==> src/rtl/exec_result_pipe.sv <==
// Result staging pipe: execution units inject results at fixed
// stages; entries shift to writeback and are visible for forwarding.
module exec_result_pipe #(
  parameter int DATA_W              = 128,
  parameter int ADDR_W              = 7,
  parameter int DEPTH               = 7,
  parameter int NUM_UNITS           = 4,
  parameter int UNIT_LAT [NUM_UNITS] = '{7, 4, 4, 2}
) (
  input  logic                        clk,
  input  logic                        reset,
  input  logic [NUM_UNITS-1:0]        u_valid,
  input  logic [NUM_UNITS*DATA_W-1:0] u_data,
  input  logic [NUM_UNITS*ADDR_W-1:0] u_addr,
  input  logic                        flush,
  input  logic [ADDR_W-1:0]           q_addr,
  output logic                        q_hit,
  output logic [DATA_W-1:0]           q_data,
  output logic [DEPTH-1:0]            fwd_valid,
  output logic [DEPTH*ADDR_W-1:0]     fwd_addr,
  output logic [DEPTH*DATA_W-1:0]     fwd_data,
  output logic                        wb_valid,
  output logic [ADDR_W-1:0]           wb_addr,
  output logic [DATA_W-1:0]           wb_data,
  output logic                        collision,
  output logic                        overwrite,
  output logic [7:0]                  err_cnt
);

  logic [DEPTH:1]    vld_q, vld_d;
  logic [ADDR_W-1:0] addr_q [1:DEPTH];
  logic [ADDR_W-1:0] addr_d [1:DEPTH];
  logic [DATA_W-1:0] data_q [1:DEPTH];
  logic [DATA_W-1:0] data_d [1:DEPTH];
  logic [DEPTH:1]    inj;
  logic [7:0]        coll_cnt, ovw_cnt;
  logic [9:0]        err_sum;
  logic              collision_q, collision_d;
  logic              overwrite_q, overwrite_d;
  logic [7:0]        err_cnt_q, err_cnt_d;

  // Next-state: shift, unit injection with arbitration, flush override
  always_comb begin
    vld_d     = '0;
    inj       = '0;
    coll_cnt  = '0;
    ovw_cnt   = '0;
    addr_d[1] = '0;
    data_d[1] = '0;
    for (int k = 2; k <= DEPTH; k++) begin
      vld_d[k]  = vld_q[k-1];
      addr_d[k] = addr_q[k-1];
      data_d[k] = data_q[k-1];
    end
    for (int k = 1; k <= DEPTH; k++) begin
      for (int u = 0; u < NUM_UNITS; u++) begin
        if (u_valid[u] && UNIT_LAT[u] == k) begin
          if (!inj[k]) begin
            inj[k]    = 1'b1;
            vld_d[k]  = 1'b1;
            addr_d[k] = u_addr[u*ADDR_W +: ADDR_W];
            data_d[k] = u_data[u*DATA_W +: DATA_W];
          end else begin
            coll_cnt = coll_cnt + 8'd1;
          end
        end
      end
      if (k > 1) begin
        if (inj[k] && vld_q[k-1]) begin
          ovw_cnt = ovw_cnt + 8'd1;
        end
      end
    end
    if (flush) begin
      for (int k = 1; k < DEPTH; k++) begin
        vld_d[k]  = 1'b0;
        addr_d[k] = '0;
        data_d[k] = '0;
      end
      vld_d[DEPTH]  = vld_q[DEPTH-1];
      addr_d[DEPTH] = addr_q[DEPTH-1];
      data_d[DEPTH] = data_q[DEPTH-1];
      coll_cnt      = '0;
      ovw_cnt       = '0;
    end
    collision_d = (coll_cnt != 8'd0);
    overwrite_d = (ovw_cnt != 8'd0);
    err_sum     = {2'b00, err_cnt_q} + {2'b00, coll_cnt}
                + {2'b00, ovw_cnt};
    err_cnt_d   = (err_sum > 10'd255) ? 8'd255 : err_sum[7:0];
  end

  // Stage and status registers
  always_ff @(posedge clk) begin
    if (reset) begin
      vld_q       <= '0;
      collision_q <= 1'b0;
      overwrite_q <= 1'b0;
      err_cnt_q   <= '0;
      for (int k = 1; k <= DEPTH; k++) begin
        addr_q[k] <= '0;
        data_q[k] <= '0;
      end
    end else begin
      vld_q       <= vld_d;
      collision_q <= collision_d;
      overwrite_q <= overwrite_d;
      err_cnt_q   <= err_cnt_d;
      for (int k = 1; k <= DEPTH; k++) begin
        addr_q[k] <= addr_d[k];
        data_q[k] <= data_d[k];
      end
    end
  end

  // Forwarding lookup: youngest (lowest stage) valid match wins
  always_comb begin
    q_hit  = 1'b0;
    q_data = '0;
    for (int k = DEPTH; k >= 1; k--) begin
      if (vld_q[k] && addr_q[k] == q_addr) begin
        q_hit  = 1'b1;
        q_data = data_q[k];
      end
    end
    if (reset) begin
      q_hit  = 1'b0;
      q_data = '0;
    end
  end

  // Flatten stage contents onto the forwarding bus
  always_comb begin
    fwd_valid = '0;
    fwd_addr  = '0;
    fwd_data  = '0;
    for (int k = 1; k <= DEPTH; k++) begin
      fwd_valid[k-1]               = vld_q[k];
      fwd_addr[(k-1)*ADDR_W +: ADDR_W] = addr_q[k];
      fwd_data[(k-1)*DATA_W +: DATA_W] = data_q[k];
    end
  end

  assign wb_valid  = vld_q[DEPTH];
  assign wb_addr   = addr_q[DEPTH];
  assign wb_data   = data_q[DEPTH];
  assign collision = collision_q;
  assign overwrite = overwrite_q;
  assign err_cnt   = err_cnt_q;

endmodule

==> config.mk <==
export PLATFORM = sky130hd
export DESIGN_NAME = exec_result_pipe
export DESIGN_NICKNAME = d
export VERILOG_FILES = /design/src/rtl/exec_result_pipe.sv
export SDC_FILE = /design/constraint.sdc
export NUM_CORES = 2
export LEC_CHECK = 0
export BUFFER_PORTS_ARGS = -buffer_cell sky130_fd_sc_hd__buf_2
export CORE_AREA = 2 2 686 688
export CTS_CLUSTER_SIZE = 24
export DETAILED_ROUTE_END_ITERATION = 6
export DIE_AREA = 0 0 688 690
export GPL_TIMING_DRIVEN = 0
export PLACE_DENSITY_LB_ADDON = 0.1
export SLEW_MARGIN = 20
export SYNTH_ARGS = -nofsm -noshare
export SYNTH_HDL_FRONTEND = slang
export SYNTH_SLANG_ARGS = --single-unit
==> constraint.sdc <==
create_clock -name clk -period 2.4 [get_ports clk]
set_clock_uncertainty 0.2 [all_clocks]
set_input_delay 0.12 -clock clk [delete_from_list [all_inputs] [get_ports clk]]
set_output_delay 0.12 -clock clk [all_outputs]
set_load 0.005 [all_outputs]
# ---- After elaboration in Yosys (flattened, before gate mapping)
# Memory sizes are Yosys's and may differ from the RTL's.
# Cells that the tools add are included.
dict set report classes {
  n_reduce_logical 13
  div_mod_pow 0
  bitwise_logic 14
  eq_ne 7
  n_addsub 4
  n_lt_le_gt_ge 1
  mul 0
  shift 0
  n_mux 63
}
# op count
set ops {}
lappend ops {{128-bit 2-to-1 mux} 20}
lappend ops {{768-bit 2-to-1 mux} 1}
lappend ops {{7-bit 2-to-1 mux} 13}
lappend ops {{7-bit == test} 7}
lappend ops {{42-bit 2-to-1 mux} 1}
lappend ops {{8-bit 2-to-1 mux} 5}
lappend ops {{1-bit 2-to-1 mux} 23}
lappend ops {{8-bit by 1-bit adder with 8-bit output, second input constant} 2}
lappend ops {{8-bit nonzero test} 2}
lappend ops {{1-bit OR} 14}
lappend ops {{9-bit by 8-bit adder with 10-bit output} 1}
lappend ops {{10-bit by 8-bit greater-than comparator with 1-bit output, second input constant} 1}
lappend ops {{1-bit logical AND} 10}
lappend ops {{8-bit by 8-bit adder with 9-bit output} 1}
lappend ops {{2-bit OR reduction} 1}
dict set report word_totals {
  n_memories 2
  inputBits 554
  ramBits 945
  romBits 0
  latchBits 0
  out_inout_bits 1227
  wordCells 109
  register_bits 17
}
# name depth word_bits read_ports rd_clocked_by_memory_dff write_ports line_no
set mem_list {}
lappend mem_list {data_q 7 128 7 0 7 33} ;# logic [DATA_W-1:0] data_q [1:DEPTH];
lappend mem_list {addr_q 7 7 7 0 7 31} ;# logic [ADDR_W-1:0] addr_q [1:DEPTH];

# ---- Depth between registers and ports, before layout
dict set report logic_depth {
  depth_word 11
  ltp_mapped 12
  depth_no_buf 10
}

# ---- Least setup slack after synthesis
# OpenSTA, ideal clock, no wires.
dict set report synth_path {
  path_kind {input to register}
  startpoint {in u_valid[2]}
  endpoint {reg err_cnt_q[0] (netlist: err_cnt[0])}
  cell_stages 11
  t_required_ns 2.130
  path_buffers 2
  t_arrival_ns 2.288
  slack_ns -0.158
  setup_time_ns 0.070
  path_cell_list {clkbuf_1 clkbuf_1 o21a_1 ha_1 nor2b_1 fa_1 inv_1 fa_1 nor2_1 nand3_1 a21oi_1}
}
dict set report synth_via {
  elab_chain_cells 9
  elab_cells_between_ends 12
  classes_between {add/sub (3); order compare (1); mux (7); reduce/logical (1)}
}
# item line_no
set synth_rtl {}
lappend synth_rtl {{start: declaration} 12} ;# input logic [NUM_UNITS-1:0] u_valid,
lappend synth_rtl {{1-bit 2-to-1 mux} 57} ;# if (u_valid[u] && UNIT_LAT[u] == k) begin
lappend synth_rtl {{1-bit logical AND} 69} ;# if (inj[k] && vld_q[k-1]) begin
lappend synth_rtl {{8-bit 2-to-1 mux} 69}
lappend synth_rtl {{8-bit by 1-bit adder with 8-bit output} 70} ;# ovw_cnt = ovw_cnt + 8'd1;
lappend synth_rtl {{8-bit 2-to-1 mux} 69}
lappend synth_rtl {{8-bit 2-to-1 mux} 74} ;# if (flush) begin
lappend synth_rtl {{9-bit by 8-bit adder with 10-bit output *} 89} ;# + {2'b00, ovw_cnt};
lappend synth_rtl {{10-bit by 8-bit greater-than comparator with 1-bit output} 90} ;# err_cnt_d = (err_sum > 10'd255) ? 8'd255 : err_sum[7:0];
lappend synth_rtl {{8-bit 2-to-1 mux *} 90}
lappend synth_rtl {{end signal: assignment} 108} ;# err_cnt_q <= err_cnt_d;
lappend synth_rtl {{end: declaration} 40} ;# logic [7:0] err_cnt_q, err_cnt_d;
# Mark *: on every way between the ends. The rest lies on a longest branch, timed or not.
# A chain may end at the register's enable or synchronous reset.

==> flow_summary.yaml <==
sta:
  fmax_mhz: 257
  maxSlewViolCount: 0
  slew_headroom_pct: 20.5
  rsz0062_at_grt: "yes"
  hold_viol_final: 0
  finalSetupViolCount: 129
  timing.final.ws_setup_ps: -1490
  post-route-period-util_pct: 162
  tightest_slew_ps: 1190
  min_period_ps: 3890
die:
  die_area_um2: 475000
  fp-row-count: 251
  io_pins: 1781
  core-area_um2: 467000
  die-width_um: 688
  die_y_um: 690
  initial_core_util_pct: 7.36
worst_setup_path:
  cp.depth: 13
  crit_slowest_cell: "dfxtp_4"
  critPathTopFamily: "buffers and inverters"
  timing.rr.start: "fwd_valid[2]"
  crit_chain: "xor2_4, nor4_4, buf_6, and2_4, buf_12, buf_4, buf_12, buf_16, buf_12, o311a_1, o211a_1, nor4_2, buf_4"
  crit_top_cell: "buf_12"
  worstReg2RegEnd: "err_cnt[2]"
  critical_path.startpoint: "addr_q[0][46]"
  start_kind: "flop"
  crit_fanout: 9
  rrSetupSlack_ps: 50
  worstPathRequired_ps: 2080
  reg2regPathDepth: 9
  critPathArrivalTime_ps: 3570
  max_stage_delay_ps: 370
  critPathCaptureType: "primary output"
  crit_buf_inv: 7
  crit_type: "reg2out"
  worstSetupEndpoint: "q_data[57]"
synthesis:
  synthTopCellsByCount: "dfxtp_1, and2_1, a21oi_1, nand2_1, nor2_1"
  synth_top_area_share_pct: 48.1
  yosys_register_bits: 826
  netlist_area_um2: 34400
  synth_area_leader_cell: "dfxtp_1"
  synth_flop_cell: "dfxtp_1"
  synth_edf_count: 0
  syn_area_per_cell_um2: 8.76
  synth_cell_types: 51
  synthCells: 3922
  synthMostInstantiatedCell: "dfxtp_1"
  ys_seq_area_share_pct: 48.1
  synthArstFlopShare_pct: 0
  yosys_warnings: 0
  synth_area_leaders: "dfxtp_1, and2_1, buf_4"
place:
  hpwlAfterDp_mm: 411
  gp_congestion: 0.915
  port_buffers: 1634
  place_inst: 11953
detailed_routing:
  via_count: 44939
  ant_nets: 0
  routed_via_density: 3.34
  wirelength_mm: 492
  drtIter0Drc: 2930
  drc_errors: 0
  routedWlPerCell_um: 36.5
  dr.pass1.iters: 5
layout:
  nets: 7624
  drive_gt1_share_pct: 38.8
  stdcell_count: 13450
  area_delta_synth_final_pct: 111
pwr:
  total_power_mw: 41.3
  p_int_mw: 29.3
  cellLeakagePower_nw: 32.5
  ir_worst_vdd_mv: 0.457
  power_density_nw_per_um2: 571
  power.share.combinational_pct: 12.5
  seqPwrFrac_pct: 35.3
  clockPowerShare_pct: 52.2
  p_switching_mw: 12.1
  p_sw_share_pct: 29.2
clocking:
  cts_buffer_depth: 4
  cts_buffers: 136
  tritoncts: "yes"
  clock-root-buffer: "clkbuf_16"
  path_clk_slew_ps: 60
  cts.sinks: 826
  worstSkewPairLatency_ps: 860
  htreeDepth: 4
global_routing:
  grt_pass1_wl_mm: 596
  grt_max_degree: 11
  antenna_found_initial: 221
  grt_usage_pct: 19.9
  grt_pass1_vias: 45665
  grt_remaining_overflow: 0
flow_run:
  max_cap_viol_count: 0
status:
  status: "finished, violations left"
  violations: "negative setup slack"
worst_hold_path:
  worstHoldPathType: "in2reg"
==> metal layers <==
metal  part of all wire, %  up-vias  GRT usage, %
met1                    40    22777          23.2
met4                   3.3       24          5.57
li1                      -    19473             -
met3                   6.5      566          4.58
met5                 0.031        -             0
met2                    50     2099          36.1
==> power groups by stage <==
stage                     Sequential (mW)  Combinational (mW)  Clock (mW)
after global routing                 14.6                5.53        22.7
final                                14.6                5.18        21.6
after global placement               14.9                3.55           0
after detailed placement             14.9                3.63           0
after CTS                            14.6                5.28        22.4
after floorplan                      14.5                1.23           0
==> sequential cells by signal (all words and copies together) (netlist names) <==
| signal | count |
|---|---|
| addr_q | 42 |
| collision | 1 |
| data_q | 768 |
| err_cnt | 8 |
| fwd_valid | 6 |
| overwrite | 1 |
==> cell usage in the layout (no fill, tap or decap), types with 122 or more instances in the layout <==
| cell | Yosys | routed |
|---|---|---|
| and3_1 | 137 | 137 |
| o21ai_0 | 128 | 122 |
| buf_2 | 21 | 1604 |
| a21oi_1 | 403 | 352 |
| dfxtp_1 | 826 | 784 |
| nor2_1 | 368 | 361 |
| nand2_1 | 376 | 360 |
| conb_1 | 1 | 136 |
| clkbuf_16 | 0 | 157 |
| mux2i_1 | 136 | 136 |
| clkbuf_1 | 274 | 147 |
| and2_1 | 412 | 409 |
| buf_4 | 276 | 366 |
| dlygate4sd3_1 | 0 | 1044 |
==> cell type report <==
type                       count  area, µm²
clock inverter                44        573
tap                         6198       7750
sequential                   826      16600
multi-input combinational   2593      16500
inverter                      31        120
buffer                       595       4440
antenna                       86        215
clock buffer                 194       4010
fill                       53419     394000
timing repair buffer        2883      22200
==> how the worst min path moves through the flow <==
stage          slack (ps)   startpoint  depth (start not counted)               to
2_1_floorplan          60  u_data[104]                          2  data_q[0][1000]
3_3_place_gp          160  u_data[397]                          2   data_q[0][269]
3_5_place_dp          150  u_data[394]                          2   data_q[0][266]
4_1_cts                 3   u_data[35]                          4   data_q[0][931]
5_1_grt                20  u_data[420]                          3   data_q[0][292]
6_report               50  u_data[418]                          3   data_q[0][290]
==> worst min-delay path: cells and delay by family <==
family                 cells  cell delay [ps]
AND/OR/NAND/NOR            1              160
buffers and inverters      2              770
==> timing repair <==
item,in CTS,in global routing
gates cloned,10,1
endpoints found under the setup margin,155,156
hold endpoints to repair,417,7
buffers inserted,102,35
resized for setup,585,150
hold buffers,1043,1
pin swaps,102,65
==> metrics by stage <==
step | instance area, µm² | setup slack (ps) | util, % | setup TNS (ps) | hold slack, ps
5_1_grt | 72200 | -1600 | 15.5 | -192910 | 21.6
4_1_cts | 71200 | -1650 | 15.3 | -191160 | 2.68
6_report | 72400 | -1490 | 15.5 | -172570 | 46.1
2_1_floorplan | 34900 | 20.5 | - | 0 | 56.0
3_3_place_gp | 50800 | -4910 | 10.9 | -2275470 | 158
3_5_place_dp | 52500 | -2880 | 11.3 | -367250 | 154
==> kinds of logic (layout without fill, tap and decap cells) <==
family | after synthesis | after routing | synth area share [%]
compound gates | 838 | 838 | 15.7
xor+xnor | 46 | 46 | 1.17
fa+ha+maj | 4 | 4 | 0.189
buf+inv | 638 | 3747 | 10.2
flops | 826 | 826 | 48.1
mux | 136 | 136 | 3.96
other cells | 1 | 222 | 0.0109
simple gates | 1433 | 1433 | 20.6
(Power assumes the default switching activity.)
